`config.mk`:
```
export PLATFORM = sky130hd
export DESIGN_NAME = bf_io_buffer_flat
export DESIGN_NICKNAME = d
export VERILOG_FILES = /design/src/rtl/bf_io_buffer_if.sv /design/src/rtl/bf_io_buffer.sv /design/src/flat_wrapper.sv
export SDC_FILE = /design/constraint.sdc
export NUM_CORES = 1
export LEC_CHECK = 0
export CAP_MARGIN = 20
export CORE_MARGIN = 4
export CORE_UTILIZATION = 60
export DETAILED_ROUTE_END_ITERATION = 6
export PLACE_DENSITY = 0.79
export SYNTH_ARGS = -nofsm -noshare
export SYNTH_HDL_FRONTEND = slang
export SYNTH_SLANG_ARGS = --single-unit
```
`constraint.sdc`:
```
create_clock -name clk -period 6.5 [get_ports clk]
set_input_delay 1.3 -clock clk [delete_from_list [all_inputs] [get_ports clk]]
set_output_delay 1.3 -clock clk [all_outputs]
set_load 0.01 [all_outputs]
```
`src/rtl/bf_io_buffer_if.sv`:
```
// Handshake bundle between the host stream side, the brainfuck core
// character strobes, and the buffered I/O bridge.
interface bf_io_buffer_if #(
   parameter int DATA_WIDTH = 8
);
   logic                  host_rx_valid;
   logic [DATA_WIDTH-1:0] host_rx_data;
   logic                  host_rx_ready;
   logic                  host_tx_valid;
   logic [DATA_WIDTH-1:0] host_tx_data;
   logic                  host_tx_ready;
   logic                  core_in_req;
   logic                  core_in_valid;
   logic [DATA_WIDTH-1:0] core_in_data;
   logic                  core_out_valid;
   logic [DATA_WIDTH-1:0] core_out_data;

   modport master (
      output host_rx_valid, host_rx_data,
      input  host_rx_ready,
      input  host_tx_valid, host_tx_data,
      output host_tx_ready,
      output core_in_req,
      input  core_in_valid, core_in_data,
      output core_out_valid, core_out_data
   );

   modport slave (
      input  host_rx_valid, host_rx_data,
      output host_rx_ready,
      output host_tx_valid, host_tx_data,
      input  host_tx_ready,
      input  core_in_req,
      output core_in_valid, core_in_data,
      input  core_out_valid, core_out_data
   );
endinterface

```
`src/rtl/bf_io_buffer.sv`:
```
// Buffered character bridge: host RX FIFO feeding the core's ',' requests,
// and a first-word fall-through TX FIFO draining the core's '.' strobes.
module bf_io_buffer #(
   parameter int DATA_WIDTH    = 8,
   parameter int RX_DEPTH_LOG2 = 4,
   parameter int TX_DEPTH_LOG2 = 4
) (
   input  logic                   clk,
   input  logic                   reset,
   bf_io_buffer_if.slave          bus,
   output logic [RX_DEPTH_LOG2:0] rx_count,
   output logic [TX_DEPTH_LOG2:0] tx_count,
   output logic                   tx_overflow
);
   localparam int RX_DEPTH = 1 << RX_DEPTH_LOG2;
   localparam int TX_DEPTH = 1 << TX_DEPTH_LOG2;
   localparam logic [RX_DEPTH_LOG2:0] RX_FULL =
      (RX_DEPTH_LOG2 + 1)'(RX_DEPTH);
   localparam logic [TX_DEPTH_LOG2:0] TX_FULL =
      (TX_DEPTH_LOG2 + 1)'(TX_DEPTH);

   localparam logic [0:0] ST_IDLE   = 1'b0;
   localparam logic [0:0] ST_SERVED = 1'b1;

   logic [DATA_WIDTH-1:0]    rx_mem [RX_DEPTH];
   logic [RX_DEPTH_LOG2-1:0] rx_wptr;
   logic [RX_DEPTH_LOG2-1:0] rx_rptr;
   logic [0:0]               state;
   logic                     rx_full;
   logic                     rx_empty;
   logic                     rx_push;
   logic                     rx_pop;

   logic [DATA_WIDTH-1:0]    tx_mem [TX_DEPTH];
   logic [TX_DEPTH_LOG2-1:0] tx_wptr;
   logic [TX_DEPTH_LOG2-1:0] tx_rptr;
   logic                     tx_full;
   logic                     tx_empty;
   logic                     tx_push;
   logic                     tx_pop;

   assign rx_full  = (rx_count == RX_FULL);
   assign rx_empty = (rx_count == '0);
   assign rx_push  = bus.host_rx_valid && !rx_full;
   assign rx_pop   = (state == ST_IDLE) && bus.core_in_req && !rx_empty;

   assign bus.host_rx_ready = !rx_full;

   assign tx_full  = (tx_count == TX_FULL);
   assign tx_empty = (tx_count == '0);
   assign tx_pop   = !tx_empty && bus.host_tx_ready;
   // A full FIFO still takes a character when the head leaves this cycle
   assign tx_push  = bus.core_out_valid && (!tx_full || tx_pop);

   assign bus.host_tx_valid = !tx_empty;
   assign bus.host_tx_data  = tx_mem[tx_rptr];

   always_ff @(posedge clk) begin
      if (reset) begin
         for (int i = 0; i < RX_DEPTH; i++) rx_mem[i] <= '0;
         rx_wptr           <= '0;
         rx_rptr           <= '0;
         rx_count          <= '0;
         state             <= ST_IDLE;
         bus.core_in_valid <= 1'b0;
         bus.core_in_data  <= '0;
      end else begin
         if (rx_push) begin
            rx_mem[rx_wptr] <= bus.host_rx_data;
            rx_wptr         <= rx_wptr + 1'b1;
         end
         if (rx_pop) begin
            bus.core_in_data <= rx_mem[rx_rptr];
            rx_rptr          <= rx_rptr + 1'b1;
         end
         bus.core_in_valid <= rx_pop;
         case ({rx_push, rx_pop})
            2'b10:   rx_count <= rx_count + 1'b1;
            2'b01:   rx_count <= rx_count - 1'b1;
            default: rx_count <= rx_count;
         endcase
         // One delivery per request assertion: re-arm only once req drops
         case (state)
            ST_IDLE:   if (rx_pop) state <= ST_SERVED;
            ST_SERVED: if (!bus.core_in_req) state <= ST_IDLE;
            default:   state <= ST_IDLE;
         endcase
      end
   end

   always_ff @(posedge clk) begin
      if (reset) begin
         for (int i = 0; i < TX_DEPTH; i++) tx_mem[i] <= '0;
         tx_wptr     <= '0;
         tx_rptr     <= '0;
         tx_count    <= '0;
         tx_overflow <= 1'b0;
      end else begin
         if (tx_push) begin
            tx_mem[tx_wptr] <= bus.core_out_data;
            tx_wptr         <= tx_wptr + 1'b1;
         end
         if (tx_pop) tx_rptr <= tx_rptr + 1'b1;
         if (bus.core_out_valid && !tx_push) tx_overflow <= 1'b1;
         case ({tx_push, tx_pop})
            2'b10:   tx_count <= tx_count + 1'b1;
            2'b01:   tx_count <= tx_count - 1'b1;
            default: tx_count <= tx_count;
         endcase
      end
   end
endmodule

```
`src/flat_wrapper.sv`:
```
// flat-port wrapper written by rule: the top's interface ports become plain ports
module bf_io_buffer_flat 
#(
   parameter int DATA_WIDTH    = 8,
   parameter int RX_DEPTH_LOG2 = 4,
   parameter int TX_DEPTH_LOG2 = 4
)
  (clk, reset, rx_count, tx_count, tx_overflow, bus_host_rx_valid, bus_host_rx_data, bus_host_rx_ready, bus_host_tx_valid, bus_host_tx_data, bus_host_tx_ready, bus_core_in_req, bus_core_in_valid, bus_core_in_data, bus_core_out_valid, bus_core_out_data);
  bf_io_buffer_if #(.DATA_WIDTH(DATA_WIDTH)) bus_i ();
  input  logic clk;
  input  logic reset;
  output logic [RX_DEPTH_LOG2:0] rx_count;
  output logic [TX_DEPTH_LOG2:0] tx_count;
  output logic tx_overflow;
  input wire logic [$bits(bus_i.host_rx_valid)-1:0] bus_host_rx_valid;
  input wire logic [$bits(bus_i.host_rx_data)-1:0] bus_host_rx_data;
  output wire logic [$bits(bus_i.host_rx_ready)-1:0] bus_host_rx_ready;
  output wire logic [$bits(bus_i.host_tx_valid)-1:0] bus_host_tx_valid;
  output wire logic [$bits(bus_i.host_tx_data)-1:0] bus_host_tx_data;
  input wire logic [$bits(bus_i.host_tx_ready)-1:0] bus_host_tx_ready;
  input wire logic [$bits(bus_i.core_in_req)-1:0] bus_core_in_req;
  output wire logic [$bits(bus_i.core_in_valid)-1:0] bus_core_in_valid;
  output wire logic [$bits(bus_i.core_in_data)-1:0] bus_core_in_data;
  input wire logic [$bits(bus_i.core_out_valid)-1:0] bus_core_out_valid;
  input wire logic [$bits(bus_i.core_out_data)-1:0] bus_core_out_data;
  assign bus_i.host_rx_valid = bus_host_rx_valid;
  assign bus_i.host_rx_data = bus_host_rx_data;
  assign bus_host_rx_ready = bus_i.host_rx_ready;
  assign bus_host_tx_valid = bus_i.host_tx_valid;
  assign bus_host_tx_data = bus_i.host_tx_data;
  assign bus_i.host_tx_ready = bus_host_tx_ready;
  assign bus_i.core_in_req = bus_core_in_req;
  assign bus_core_in_valid = bus_i.core_in_valid;
  assign bus_core_in_data = bus_i.core_in_data;
  assign bus_i.core_out_valid = bus_core_out_valid;
  assign bus_i.core_out_data = bus_core_out_data;
  bf_io_buffer #(.DATA_WIDTH(DATA_WIDTH), .RX_DEPTH_LOG2(RX_DEPTH_LOG2), .TX_DEPTH_LOG2(TX_DEPTH_LOG2)) u_core (.clk(clk), .reset(reset), .bus(bus_i), .rx_count(rx_count), .tx_count(tx_count), .tx_overflow(tx_overflow));
endmodule
```
==> impl_metrics.py <==
metrics = {
    "synth": {
        "yosysTopAreaCellShare": 0.5496,
        "synth_area_per_cell_um2": 13.95,
        "synthesis.area_mm2": 0.01399,
        "yosys-top-cells-area": "edfxtp_1, and2_1, mux4_2, dfxtp_1, mux2i_1",
        "synth_ff_type": "edfxtp_1",
        "synthDistinctLibCells": 52,
        "synth-seq-area-share": 0.6082,
        "ys_seq_elements": 297,
        "synth_edf_count": 256,
        "yosys_warnings": 0,
        "synth_cells": 1003,
        "async_reset_ff_frac": 0,
        "synth_area_leader_cell": "edfxtp_1",
        "synth_nets": 1043,
    },
    "floorplan": {
        "pin_count": 52,
        "die_h_um": 160.7,
        "die-area_mm2": 0.02582,
        "initial_core_util": 0.6141,
        "core-area_mm2": 0.02278,
        "die_width_um": 160.7,
        "num_rows": 55,
    },
    "power": {
        "power_density_mw_per_mm2": 321.6,
        "leakage_nw": 5.557,
        "ir_drop_mv": 0.2199,
    },
    "sta": {
        "setup_ws_ns": 2.099,
        "slew_headroom": 0.2163,
        "slew_viol_final": 0,
        "fin_skew_ns": 0.009110,
        "fin_crit_sh": 0.6770,
        "finalSetupViolCount": 0,
        "tns_ns": 0,
        "hold_viol": 0,
        "min_period_ns": 4.401,
        "rsz0062_at_grt": "no",
        "fmax_ghz": 0.2272,
        "worst-slew-pin-transition_ns": 1.176,
    },
    "worst_setup_path": {
        "worstSetupPathType": "flip-flop to output pin",
        "crit_fanout": 27,
        "startpoint_type": "flip-flop",
        "end_kind": "output pin",
        "cp.arrival_ns": 3.10,
        "cp.required_ns": 5.20,
        "r2r-start": "u_core.rx_count[0]",
    },
    "route": {
        "drt_drc_violations_left": 0,
        "wirelength_um": 28500,
        "dr.pass1.iters": 5,
        "drt_iter0_markers": 641,
        "avgViaCountPerCell": 5.738,
        "avgRoutedWirePerCell_um": 20.77,
        "dr_total_vias": 7872,
        "antenna_left": 0,
    },
    "layout": {
        "num_antenna_cells": 0,
        "nets": 1076,
        "utilization": 0.6845,
        "regArea_mm2": 0.008513,
        "multiInputGateArea_mm2": 0.005149,
        "fillers": 1553,
        "area_delta_synth_final_pct": 11.47,
        "drive_above_1_share": 0.1558,
    },
    "clock_network": {
        "cts_tree": "yes",
        "clockBufferDepth": 3,
        "clk_pin_slew_worst_paths_ns": 0.06,
        "cts_setup_buffers": 0,
        "clkSinkCount": 297,
        "cts_buffers": 30,
        "cts_max_level": 1,
        "clk_latency_ns": 0.54,
        "root_buffer": "clkbuf_16",
        "ctsResizeCount": 0,
        "ctsHoldBuffers": 0,
    },
    "global_route": {
        "gr-usage-all-layers": 0.2240,
        "antenna_found_initial": 0,
        "grt_overflow": 0,
        "grt_pass1_vias": 7972,
        "grt_max_degree": 65,
        "grt_pass1_wl_um": 45410,
    },
    "place": {
        "numPortBuffers": 51,
        "place_ws_ns": 2.113,
        "gp_congestion": 0.8454,
        "dp_hpwl_um": 19000,
    },
    "hold_path": {
        "holdCritPathClass": "flip-flop to flip-flop",
        "hold_start": "u_core.tx_overflow",
    },
    "flow_run": {
        "max-cap-violations": 0,
    },
    "status": {
        "outcome": "finished clean",
    },
}
-- area by class of cell --
class | instances | share of cell area
clock buffer | 41 | 0.05216
clock inverter | 14 | 0.007623
inverter | 7 | 0.001685
multi-input combinational | 639 | 0.3302
sequential | 297 | 0.5460
tap | 313 | 0.02512
timing repair buffer | 61 | 0.03723
-- Yosys cell counts (all sizes together), types with 5 or more instances --
cell    count
and2      256
edfxtp    256
mux2i      67
nor2       53
mux4       42
dfxtp      41
clkbuf     38
or2        34
o22ai      30
nor3       26
buf        21
ha         17
xor2       13
a21oi       9
nor4        9
a311oi      8
o211ai      8
inv         7
nand2       7
nor2b       7
or2b        6
nand3b      5
o21ai       5
xnor2       5
-- sequential cells by signal, summed over array words and instances (netlist names), named ones only --
register	count
u_core.bus.core_in_valid	1
u_core.tx_count	5
u_core.rx_rptr	4
u_core.state	1
u_core.rx_count	5
u_core.tx_overflow	1
u_core.bus.core_in_data	8
u_core.tx_rptr	4
u_core.tx_mem	128
u_core.tx_wptr	4
u_core.rx_mem	128
u_core.rx_wptr	4
-- power by group --
part           switching, mW  internal, mW  leakage, nW
Clock                  0.683         0.951        0.453
Sequential             0.118          2.21         2.98
Combinational          0.541         0.508         2.12
Total                   1.34          3.67         5.56
-- cells by family after synthesis --
group | count (synthesis) | share of synthesized area
AO/OA/AOI/OAI | 67 | 0.03283
AND/OR/NAND/NOR | 424 | 0.1894
buffers and inverters | 67 | 0.02370
adder cells (fa/ha/maj) | 18 | 0.01664
flip-flops | 297 | 0.6082
XOR/XNOR | 18 | 0.01127
multiplexers | 112 | 0.1180
-- cells in the final DEF (no fill, tap or decap), drive strengths merged, types with 11 or more instances in the layout --
cell type / count
clkdlybuf4s50: 50
buf: 11
clkbuf: 41
mux4: 42
xor2: 13
o22ai: 30
and2: 256
dfxtp: 41
ha: 17
nor3: 26
mux2i: 67
edfxtp: 256
or2: 34
nor2: 53
-- stage by stage --
stage | power, mW | instance area (um^2) | cells | hold WS (ns)
floorplan | 3.073 | 13990 | 1003 | 0.4847
global route | 5.249 | 15590 | 1372 | 0.5327
finish | 5.014 | 15590 | 1372 | 0.4953
detailed placement | 3.430 | 14660 | 1317 | 0.4695
CTS | 5.055 | 15590 | 1372 | 0.4891
global placement | 3.395 | 14660 | 1317 | 0.4569
-- worst paths after layout --
kind	endpoint	slack (ns)	cells after the start
worst max-delay path	bus_host_tx_data[1]	2.10	4
worst min register to register	u_core.tx_overflow	0.50	2
worst min-delay path	u_core.tx_overflow	0.50	2
worst max register to register	u_core.rx_count[4]	3.03	8
-- worst max-delay path, stage by stage (launching register included) --
cell and delay, ns:
dfxtp_2 0.43, buf_4 0.49, mux4_2 0.62, mux4_2 0.50, clkdlybuf4s50_1 0.49
-- per-layer routing --
layer / vias up / part of all wire / GRT usage
met5: - / 0 / 0
met4: 0 / 0.021 / 0.05622
met3: 43 / 0.048 / 0.03105
met1: 3893 / 0.40 / 0.2858
met2: 210 / 0.53 / 0.4069
li1: 3726 / - / -
Note: power is estimated with default switching activity, not from simulation.
